## config.mk

```make
export PLATFORM = sky130hd
export DESIGN_NAME = ppm_stream_demod
export DESIGN_NICKNAME = d
export VERILOG_FILES = /design/src/rtl/ppm_pkg.sv /design/src/rtl/ppm_peak_tracker.sv /design/src/rtl/ppm_stream_demod.sv
export SDC_FILE = /design/constraint.sdc
export NUM_CORES = 1
export LEC_CHECK = 0
export ABC_CLOCK_PERIOD_IN_PS = 1890
export BUFFER_PORTS_ARGS = -buffer_cell sky130_fd_sc_hd__buf_4
export CAP_MARGIN = 20
export CORE_AREA = 2 2 39 41
export CTS_CLUSTER_SIZE = 28
export DETAILED_ROUTE_END_ITERATION = 8
export DIE_AREA = 0 0 41 43
export GPL_ROUTABILITY_DRIVEN = 0
export MAX_ROUTING_LAYER = met4
export PLACE_DENSITY = 0.77
export SLEW_MARGIN = 5
export SYNTH_ARGS = -nofsm -noshare
export SYNTH_HDL_FRONTEND = slang
export SYNTH_SLANG_ARGS = --single-unit
```

## constraint.sdc

```tcl
create_clock -name clk -period 1.89 [get_ports clk]
set_input_delay 0.189 -clock clk [delete_from_list [all_inputs] [get_ports clk]]
set_output_delay 0.189 -clock clk [all_outputs]
set_load 0.03 [all_outputs]
```

## src/rtl/ppm_pkg.sv

```systemverilog
// Shared state encoding and sizing helpers for the PPM stream demodulator.
package ppm_pkg;

  typedef enum logic {
    COLLECT = 1'b0,
    GUARD   = 1'b1
  } ppm_state_e;

  function automatic int ppm_slots(input int ppm_bits);
    return 1 << ppm_bits;
  endfunction

  // Keep at least one bit so a zero-guard build still has a legal counter.
  function automatic int ppm_guard_width(input int guard_slots);
    return (guard_slots < 1) ? 1 : $clog2(guard_slots + 1);
  endfunction

endpackage

```

## src/rtl/ppm_peak_tracker.sv

```systemverilog
// Running max/argmax over one PPM frame; outputs are the values including the current chip.
// Optional tie flag is built when PPM_TIE_DETECT_EN is defined.
module ppm_peak_tracker #(
  parameter int CHIP_BITS = 1,
  parameter int PPM_BITS  = 3
) (
  input  logic                 clk,
  input  logic                 rst,
  input  logic                 en_i,
  input  logic                 load_i,
  input  logic [PPM_BITS-1:0]  slot_i,
  input  logic [CHIP_BITS-1:0] chip_i,
  output logic [CHIP_BITS-1:0] peak_o,
  output logic [PPM_BITS-1:0]  idx_o
`ifdef PPM_TIE_DETECT_EN
  ,
  output logic                 tie_o
`endif
);

  logic [CHIP_BITS-1:0] best_q, best_d;
  logic [PPM_BITS-1:0]  idx_q, idx_d;

`ifdef PPM_TIE_DETECT_EN
  logic tie_q, tie_d;

  // A tie is remembered until a strictly larger chip takes over the peak.
  always_comb begin
    best_d = best_q;
    idx_d  = idx_q;
    tie_d  = tie_q;
    if (load_i) begin
      best_d = chip_i;
      idx_d  = '0;
      tie_d  = 1'b0;
    end else if (chip_i > best_q) begin
      best_d = chip_i;
      idx_d  = slot_i;
      tie_d  = 1'b0;
    end else if (chip_i == best_q) begin
      tie_d  = 1'b1;
    end
  end

  always_ff @(posedge clk) begin
    if (rst) begin
      tie_q <= 1'b0;
    end else if (en_i) begin
      tie_q <= tie_d;
    end
  end

  assign tie_o = tie_d;
`else
  always_comb begin
    best_d = best_q;
    idx_d  = idx_q;
    if (load_i) begin
      best_d = chip_i;
      idx_d  = '0;
    end else if (chip_i > best_q) begin
      best_d = chip_i;
      idx_d  = slot_i;
    end
  end
`endif

  always_ff @(posedge clk) begin
    if (rst) begin
      best_q <= '0;
      idx_q  <= '0;
    end else if (en_i) begin
      best_q <= best_d;
      idx_q  <= idx_d;
    end
  end

  assign peak_o = best_d;
  assign idx_o  = idx_d;

endmodule

```

## src/rtl/ppm_stream_demod.sv

```systemverilog
// Serial M-ary PPM demodulator: frame FSM, guard skipping, resync and valid/ready symbol output.
// Define PPM_TIE_DETECT_EN to add the peak_tie output.
module ppm_stream_demod
  import ppm_pkg::*;
#(
  parameter int CHIP_BITS   = 1,
  parameter int PPM_BITS    = 3,
  parameter int GUARD_SLOTS = 0
) (
  input  logic                 clk,
  input  logic                 rst,
  input  logic [CHIP_BITS-1:0] chip_in,
  input  logic                 chip_valid,
  output logic                 chip_ready,
  input  logic                 frame_sync,
  input  logic [CHIP_BITS-1:0] corr_threshold,
  output logic [PPM_BITS-1:0]  symbol,
  output logic [CHIP_BITS-1:0] peak_value,
  output logic                 threshold_unmet,
  output logic                 sym_valid,
  input  logic                 sym_ready
`ifdef PPM_TIE_DETECT_EN
  ,
  output logic                 peak_tie
`endif
);

  localparam int M  = ppm_slots(PPM_BITS);
  localparam int GW = ppm_guard_width(GUARD_SLOTS);
  localparam logic [PPM_BITS-1:0] LAST_SLOT  = PPM_BITS'(M - 1);
  localparam logic [GW-1:0]       GUARD_LAST = GW'((GUARD_SLOTS > 0) ? GUARD_SLOTS - 1 : 0);
  localparam ppm_state_e          AFTER_FRAME = (GUARD_SLOTS > 0) ? GUARD : COLLECT;

  ppm_state_e           state_q;
  logic [PPM_BITS-1:0]  slot_q;
  logic [GW-1:0]        guard_q;
  logic [PPM_BITS-1:0]  symbol_q;
  logic [CHIP_BITS-1:0] peak_q;
  logic                 unmet_q;
  logic                 valid_q;

  logic                 at_last;
  logic                 accept;
  logic                 track_load;
  logic                 track_en;
  logic                 emit;
  logic [CHIP_BITS-1:0] peak_d;
  logic [PPM_BITS-1:0]  idx_d;

  // Only the last slot can stall: it is the one that would overwrite a pending symbol.
  assign at_last    = (state_q == COLLECT) && (slot_q == LAST_SLOT);
  assign chip_ready = !(at_last && valid_q && !sym_ready);
  assign accept     = chip_valid && chip_ready;
  assign track_load = frame_sync || ((state_q == COLLECT) && (slot_q == '0));
  assign track_en   = accept && (frame_sync || (state_q == COLLECT));
  assign emit       = accept && !frame_sync && at_last;

`ifdef PPM_TIE_DETECT_EN
  logic tie_d;
  logic tie_q;

  ppm_peak_tracker #(
    .CHIP_BITS(CHIP_BITS),
    .PPM_BITS (PPM_BITS)
  ) u_tracker (
    .clk   (clk),
    .rst   (rst),
    .en_i  (track_en),
    .load_i(track_load),
    .slot_i(slot_q),
    .chip_i(chip_in),
    .peak_o(peak_d),
    .idx_o (idx_d),
    .tie_o (tie_d)
  );

  always_ff @(posedge clk) begin
    if (rst) begin
      tie_q <= 1'b0;
    end else if (emit) begin
      tie_q <= tie_d;
    end
  end

  assign peak_tie = tie_q;
`else
  ppm_peak_tracker #(
    .CHIP_BITS(CHIP_BITS),
    .PPM_BITS (PPM_BITS)
  ) u_tracker (
    .clk   (clk),
    .rst   (rst),
    .en_i  (track_en),
    .load_i(track_load),
    .slot_i(slot_q),
    .chip_i(chip_in),
    .peak_o(peak_d),
    .idx_o (idx_d)
  );
`endif

  // frame_sync wins over every slot/guard position and restarts the frame at slot 1.
  always_ff @(posedge clk) begin
    if (rst) begin
      state_q  <= COLLECT;
      slot_q   <= '0;
      guard_q  <= '0;
      symbol_q <= '0;
      peak_q   <= '0;
      unmet_q  <= 1'b0;
      valid_q  <= 1'b0;
    end else begin
      if (accept) begin
        if (frame_sync) begin
          state_q <= COLLECT;
          slot_q  <= PPM_BITS'(1);
          guard_q <= '0;
        end else if (state_q == COLLECT) begin
          if (at_last) begin
            state_q <= AFTER_FRAME;
            slot_q  <= '0;
            guard_q <= '0;
          end else begin
            slot_q <= slot_q + 1'b1;
          end
        end else if (guard_q == GUARD_LAST) begin
          state_q <= COLLECT;
          guard_q <= '0;
        end else begin
          guard_q <= guard_q + 1'b1;
        end
      end

      if (emit) begin
        symbol_q <= idx_d;
        peak_q   <= peak_d;
        unmet_q  <= (peak_d < corr_threshold);
        valid_q  <= 1'b1;
      end else if (valid_q && sym_ready) begin
        valid_q <= 1'b0;
      end
    end
  end

  assign symbol          = symbol_q;
  assign peak_value      = peak_q;
  assign threshold_unmet = unmet_q;
  assign sym_valid       = valid_q;

endmodule

```

# After elaboration in Yosys (flattened, before gate mapping)
# Cells that the tools add are included.
[totals]
ff_bits = 15
in_bits = 7
output_inout_bits = 7
elab_cells = 51
[op_classes]
addsub = 2
order_cmp = 2
eq_ne = 2
n_mux = 16
bitwise_logic = 1
reduce_logical = 19
[op_table]
columns = ["operator", "n"]
rows = [
  ["2-to-1 mux 3 bit", 5],
  ["2-to-1 mux 1 bit", 11],
  ["logical AND 1 bit", 9],
  ["AND reduction 2 bit", 2],
  ["adder 3 x 1 -> 3 bit (second input constant)", 1],
  ["equality test 3 bit (second input constant)", 1],
  ["zero test 1 bit", 3],
  ["zero test 3 bit", 1],
  ["nonzero test 3 bit", 1],
  ["logical OR 1 bit", 2],
  ["!= test 2 bit (second input constant)", 1],
  ["nonzero test 2 bit", 1],
  ["adder 1 bit (second input constant)", 1],
  ["greater-than comparator 1 bit", 1],
  ["< comparator 1 bit", 1],
  ["NOT 1 bit", 1],
]

# Logic depth before layout (Yosys ltp)
# Gate-level depths: netlist of the first run.
[depth]
ltp_word = 9
depth_mapped = 6
mapped_depth_nobuf = 6

# By module
# Synthesis of the first run repeated with hierarchy kept, for this count alone.
[unflattened]
hier_cells = 76
hier_area_um2 = 705.7
[by_module_without_submodules]
columns = ["mod", "n_inst", "cells_per_inst", "area_per_inst_um2", "seq_area_each_um2"]
rows = [
  ["ppm_stream_demod", 1, 48, 485.5, 180.2],
  ["ppm_peak_tracker", 1, 28, 220.2, 80.1],
]

# Least setup slack after synthesis of the first run
# OpenSTA, ideal clock, no wires.
[synth_path]
kind = "reg2reg"
startpoint = "register slot_q[0]"
endpoint = "register u_tracker.idx_q[0]"
setup_time_ps = 92
arrival_ps = 1585
required_ps = 1798
slack_ps = 213
stages_incl_launch_ff = 7
n_path_buf = 0
period_less_slack_ps = 1677
path_cell_list = "dfxtp_1 -> ha_1 -> ha_1 -> and3b_1 -> inv_1 -> nand3_1 -> o32ai_1"
[synth_via]
elab_chain_len = 7
word_cells_on_any_way = 12
cone_classes = "1 x eq/ne; 2 x mux; 9 x reduce/logical"
[synth_rtl]
columns = ["item", "line_no", "rtl"]
rows = [
  ["from (decl)", "ppm_stream_demod.sv:35", "logic [PPM_BITS-1:0] slot_q;"],
  ["from (signal assigned)", "ppm_stream_demod.sv:124", "slot_q <= slot_q + 1'b1;"],
  ["equality test 3 bit", "ppm_stream_demod.sv:51", "assign at_last = (state_q == COLLECT) && (slot_q == LAST_SLOT);"],
  ["logical AND 1 bit", "ppm_stream_demod.sv:51", ""],
  ["logical AND 1 bit (2 in a row)", "ppm_stream_demod.sv:52", "assign chip_ready = !(at_last && valid_q && !sym_ready);"],
  ["zero test 1 bit", "ppm_stream_demod.sv:52", ""],
  ["named net chip_ready", "ppm_stream_demod.sv:14", "output logic chip_ready,"],
  ["logical AND 1 bit", "ppm_stream_demod.sv:53", "assign accept = chip_valid && chip_ready;"],
  ["logical AND 1 bit", "ppm_stream_demod.sv:55", "assign track_en = accept && (frame_sync || (state_q == COLLECT));"],
  ["to (signal assigned)", "ppm_peak_tracker.sv:74", "idx_q <= idx_d;"],
  ["to (decl)", "ppm_peak_tracker.sv:22", "logic [PPM_BITS-1:0] idx_q, idx_d;"],
]
# The timed path passes the listed nets, and every way through them passes these cells.
# A chain may end at the register's enable or synchronous reset.

# Worst setup path after layout of the first run
[layout_path]
startpoint = "register slot_q[0]"
endpoint = "output port chip_ready"
[layout_via]
elab_chain_len = 5
[layout_rtl]
columns = ["item", "line_no"]
rows = [
  ["equality test 3 bit", "ppm_stream_demod.sv:51"],
  ["logical AND 1 bit", "ppm_stream_demod.sv:51"],
  ["logical AND 1 bit (2 in a row)", "ppm_stream_demod.sv:52"],
  ["zero test 1 bit", "ppm_stream_demod.sv:52"],
  ["to (decl)", "ppm_stream_demod.sv:14"],
]
# No other way between the ends.

==> summary.txt, run 1 <==
Outcome - finished, final reports clean
Core area - 1380 µm²
Fillers - 131
Port buffer count - 13
Comb pwr share - 0.098
Crit Path Max Fanout - 6
Minimum setup slack among reg-to-reg paths - 0.26 ns
Syn_area_per_cell - 9.37 µm²
Fraction of layout instances using a drive strength above 1 - 0.253
Sequential share of the synthesized area - 0.414
Sw Ratio - 0.256
Final Hold Fails - 0
Simple-gate share of the synthesized area - 0.171
Min-Delay Path Depth - 2
Worst setup path start - slot_q[0]
Number of synthesized register bits - 13
Post-Place Worst Slack - 0.239 ns
Clock input transition at the sequential cells of the worst setup and hold paths - 0.09 ns
Layout overhead on the synthesized area - 22.3%
XOR/XNOR Fraction of Synth Area - 0
Number of inserted diodes - 0
FP Rows - 14
FF/Latch Area - 260 µm²
I/O pins - 14
PD cells - 668 nW/µm²
Final Setup Violations - 0
Unrepaired setup endpoints after global routing - false
Mapped Area - 628 µm²
Clock sink count - 13
Ys Warns - 0
Die Width - 41 µm
DP Wirelength - 982 µm
Worst hold path type - in2reg
Utilization after layout - 0.555
TritonRoute pass-1 iters - 4
Synth unique cells - 25
Adder-cell share of the synthesized area - 0.0598
Critical path class - reg2out
Peak VDD IR - 0.354 mV
Reg power frac - 0.551
Reg2Reg Depth - 5
Tot Pwr - 0.514 mW
DRT iter0 DRCs - 12
Clock Tree Root - clkbuf_4
First-pass GRT wire length - 2.19 mm
Max Freq - 569 MHz
Total wire length - 1.31 mm
Hold Path End - slot_q[2]
Multiplexer area fraction after synthesis - 0.0319
Antenna violations before repair - 0
Startpoint Class - flop
Fin nets - 94
Crit path time final - 1.76 ns
Relative slew slack - 0.728
Per-cell routed wire length - 13.2 µm
Setup Fix Bufs, Post-CTS - 0
Largest family of logic cells by synthesized area - compound AO/OA/AOI/OAI gates
DR vias/cell - 5.63
CTS tree - yes
Routed vias - 557
Reg2reg end - symbol[2]
Initial Util - 0.454
Final cycle utilization of the critical path - 0.930
Int Pwr - 0.382 mW
Lkg Pwr - 0.352 nW
HP Start - rst
Max-Cap Viols - 0
Full die area - 1760 µm²
Syn Inst Count - 67
CTS H-tree depth - 1
Slew @ Worst Pin - 0.407 ns
Die H - 43 µm
Final Slew Violations - 0
Clock Latency Late Sink - 0.29 ns
GR Util All Layers - 0.197
Largest net degree at the start of global routing - 12
Worst hold margin - 0.101 ns
Net Sw Power - 0.132 mW
Worst EP required - 1.70 ns
CTS buffer count - 3
Post-route worst setup slack - 0.133 ns
Reg-to-Reg Start - slot_q[0]
Grt ovf - 0
Multi-input gate area - 338 µm²
Clock Skew - 0.00744 ns
Clk buf depth - 2
Vias in the first global route - 513
Post-DRT Antenna Nets - 0
Crit path capture type - primary output
Synth Area in Compound Gates - 0.275
Power share of the clock group - 0.351
Setup TNS - 0 ns
WP data arrival - 1.57 ns
Syn nets - 77
Drt drc - 0
-- layout make-up --
class                   instances  area share
clock buffers                   4      0.0342
flip-flops and latches         13       0.339
inverters                       7      0.0342
repair buffers                 13       0.127
well taps                      16      0.0261
multi-input cells              46       0.440
-- cell usage after synthesis --
cell type / count / area (µm²)
or3_4: 1 / 11.3
inv_1: 7 / 26.3
nand4_1: 2 / 12.5
a21oi_1: 4 / 20.0
nand2b_1: 2 / 12.5
a41o_1: 1 / 10.0
a31oi_1: 1 / 6.26
nand3b_2: 1 / 11.3
a211oi_1: 2 / 15.0
o32ai_1: 5 / 43.8
ha_1: 3 / 37.5
nand2_1: 7 / 26.3
o211a_1: 2 / 20.0
nor2_1: 2 / 7.51
o21ai_0: 3 / 15.0
o32ai_2: 1 / 16.3
clkbuf_1: 1 / 3.75
and3b_1: 1 / 8.76
dfxtp_1: 13 / 260
nor2b_1: 2 / 12.5
o21ba_2: 1 / 10.0
o2111ai_1: 1 / 8.76
o21a_1: 1 / 7.51
nand3_1: 1 / 5.00
mux2i_1: 2 / 20.0
-- worst max-delay path: stages, from the launching register on --
cell	delay, ns
dfxtp_1	0.35
ha_1	0.21
ha_1	0.22
and3b_1	0.22
inv_2	0.12
buf_4	0.17
-- per-stage QoR --
stage | std cells | cell area [µm²]
final | 99 | 768
after global routing | 99 | 768
after CTS | 99 | 768
after detailed placement | 95 | 742
after global placement | 95 | 742
after floorplan | 67 | 628
-- worst max-delay path by stage --
stage / to / slack [ns] / depth (start not counted)
2_1_floorplan: u_tracker.idx_q[0] / 0.21 / 6
3_3_place_gp: u_tracker.idx_q[0] / 0.29 / 6
4_1_cts: chip_ready / 0.08 / 5
3_5_place_dp: u_tracker.idx_q[1] / 0.24 / 6
6_report: chip_ready / 0.13 / 5
5_1_grt: chip_ready / 0.05 / 5
-- power groups by stage --
stage          logic, mW  registers (mW)  clock network [mW]
2_1_floorplan     0.0300           0.288                   0
3_5_place_dp      0.0499           0.289                   0
3_3_place_gp      0.0496           0.289                   0
4_1_cts           0.0504           0.283               0.185
5_1_grt           0.0575           0.284               0.200
6_report          0.0505           0.283               0.180
-- placed cells by master (no fill, tap or decap), types with 3 or more instances in the layout --
cell type	Yosys	layout
a21oi_1	4	4
buf_4	0	13
clkbuf_4	0	3
dfxtp_1	13	13
ha_1	3	3
inv_1	7	6
nand2_1	7	7
o21ai_0	3	3
o32ai_1	5	5
-- metal layers --
layer  track usage  wire (µm)
met5             -          0
met2         0.241        559
met1         0.254        648
met4         0.153         48
met3        0.0681         54
-- kinds of logic after synthesis --
family	after synthesis
AO/OA/AOI/OAI	22
adder cells (fa/ha/maj)	3
buffers and inverters	8
flip-flops	13
multiplexers	2
AND/OR/NAND/NOR	19
-- state kept, by name, indices dropped and copies added (netlist names) --
name	count
threshold_unmet	1
u_tracker.idx_q	3
peak_value	1
sym_valid	1
slot_q	3
u_tracker.best_q	1
symbol	3
-- repair_timing --
action                                 CTS  global route
endpoints found under the hold margin    0             0
setup endpoints to repair                0             1
gates resized for setup                  0             1
hold buffers                             0             0
(Power assumes the default switching activity.)
==> run 2: changes to the inputs <==
--- a/config.mk
+++ b/config.mk
@@ -15,6 +15,8 @@
 export GPL_ROUTABILITY_DRIVEN = 0
 export MAX_ROUTING_LAYER = met4
 export PLACE_DENSITY = 0.77
+export REMOVE_ABC_BUFFERS = 1
+export SKIP_LAST_GASP = 1
 export SLEW_MARGIN = 5
 export SYNTH_ARGS = -nofsm -noshare
 export SYNTH_HDL_FRONTEND = slang
==> run 2 against run 1 <==
Compared with the run above:
- first-iteration DRC count down 25%
- combinational power about the same
- final area up 0.16%
- flip-flop and latch count did not move
- wire length increased by 4.3%
- hold slack gained 0.011 ns
- critical path depth is the same
- total power down 0.76%
- clock power is 3% lower
- die area unchanged
- non-clock buffer count unchanged
- largest cell class unchanged
==> summary.txt, run 2 (synthesis gave the netlist of run 1 again) <==
Worst setup path start - slot_q[0]
Vias in the first global route - 551
Minimum setup slack among reg-to-reg paths - 0.22 ns
Layout overhead on the synthesized area - 22.5%
Full die area - 1760 µm²
Critical path class - reg2out
Fillers - 132
Die Width - 41 µm
CTS buffer count - 3
Drt drc - 0
DRT iter0 DRCs - 9
Startpoint Class - flop
CTS tree - yes
Antenna violations before repair - 0
Initial Util - 0.454
Final cycle utilization of the critical path - 0.955
Grt ovf - 0
Routed vias - 575
CTS H-tree depth - 1
Tot Pwr - 0.510 mW
FP Rows - 14
Total wire length - 1.37 mm
TritonRoute pass-1 iters - 4
Reg2Reg Depth - 6
GR Util All Layers - 0.197
First-pass GRT wire length - 2.28 mm
Unrepaired setup endpoints after global routing - false
Crit path time final - 1.81 ns
Finished Layout Cells - 99
Met2 Use GR - 0.294
PD cells - 662 nW/µm²
Max incr delay on CP - 0.36 ns
WP data arrival - 1.62 ns
Inst Count DP - 95
Clock sink count - 13
Relative slew slack - 0.723
Max-Cap Viols - 0
Final Slew Violations - 0
Most Crowded Layer GR - met2
Worst EP required - 1.70 ns
Most common cell after layout, fill and taps aside - buf_4
Number of inserted diodes - 0
Final Hold Fails - 0
Core area - 1380 µm²
Slowest-stage cell, CP - dfxtp_1
Lkg Pwr - 0.352 nW
Clock Skew - 0.00206 ns
Port buffer count - 13
FF/Latch Area - 262 µm²
Clock Latency Late Sink - 0.27 ns
Die H - 43 µm
Worst Setup EP - chip_ready
Final Setup Violations - 0
Crit path capture type - primary output
Cell area after layout - 769 µm²
Fin nets - 94
Multi-input gate area - 338 µm²
Slew @ Worst Pin - 0.413 ns
Clock input transition at the sequential cells of the worst setup and hold paths - 0.08 ns
Reg2reg end - u_tracker.idx_q[1]
Crit Path Max Fanout - 6
Most frequent cells in the layout - buf_4 (13), dfxtp_1 (12), inv_1 (7), nand2_1 (7), o32ai_1 (5)
Utilization after layout - 0.556
Met3 Resource Use GR - 0.0628
Crit path cell chain - ha_1 > ha_1 > and3b_1 > inv_1 > buf_4
Crit path top cell by count - ha_1
Per-cell routed wire length - 13.8 µm
Largest net degree at the start of global routing - 12
Outcome - finished, final reports clean
DP Wirelength - 1.04 mm
Post-DRT Antenna Nets - 0
Placed inst area - 742 µm²
Clk buf depth - 2
Setup TNS - 0 ns
DR vias/cell - 5.81
Grt met1 use - 0.236
Fraction of layout instances using a drive strength above 1 - 0.253
Clock Tree Root - clkbuf_4
Peak VDD IR - 0.399 mV
Reg-to-Reg Start - slot_q[0]
I/O pins - 14
Max Freq - 554 MHz
Worst hold path type - in2reg
run 2: area by class of cell:
type,count,area share
Clock buffer,4,0.0341
Inverter,7,0.0341
Multi-Input combinational cell,46,0.439
Sequential cell,13,0.340
Tap cell,16,0.0260
Timing Repair Buffer,13,0.127
run 2: worst min path at each step:
| stage | endpoint | start | slack (ns) | cells after the start |
|---|---|---|---|---|
| finish | slot_q[1] | rst | 0.11 | 2 |
| global placement | slot_q[1] | rst | 0.40 | 2 |
| CTS | slot_q[2] | rst | 0.11 | 2 |
| detailed placement | slot_q[2] | rst | 0.41 | 2 |
| floorplan | slot_q[1] | rst | 0.26 | 1 |
| global route | slot_q[1] | rst | 0.10 | 2 |
run 2: worst max-delay path: cells and delay by family (launching register included):
family                   cells  cell delay (ns)
adder cells (fa/ha/maj)      2             0.42
flip-flops                   1             0.36
buffers and inverters        2             0.35
AND/OR/NAND/NOR              1             0.21
run 2: metrics by stage:
step / hold slack (ns) / setup slack (ns)
CTS: 0.109 / 0.0887
detailed placement: 0.407 / 0.254
global route: 0.105 / 0.000620
finish: 0.112 / 0.0849
floorplan: 0.258 / 0.213
global placement: 0.405 / 0.303
run 2: power by group:
part	switching, mW	internal [mW]
clock	0.0935	0.0818
combinational	0.0294	0.0214
sequential	0.00514	0.278
total	0.128	0.382
run 2: what timing repair did:
item                                    4_1_cts  5_1_grt
hold buffers                                  0        0
endpoints found under the setup margin        0        1
gates resized for setup                       0        1
buffers inserted                              0        0
run 2: layer usage:
layer / up-vias / part of all wire
met3: 2 / 0.035
met4: 0 / 0.0088
li1: 281 / -
met5: - / 0
met2: 13 / 0.48
met1: 279 / 0.47
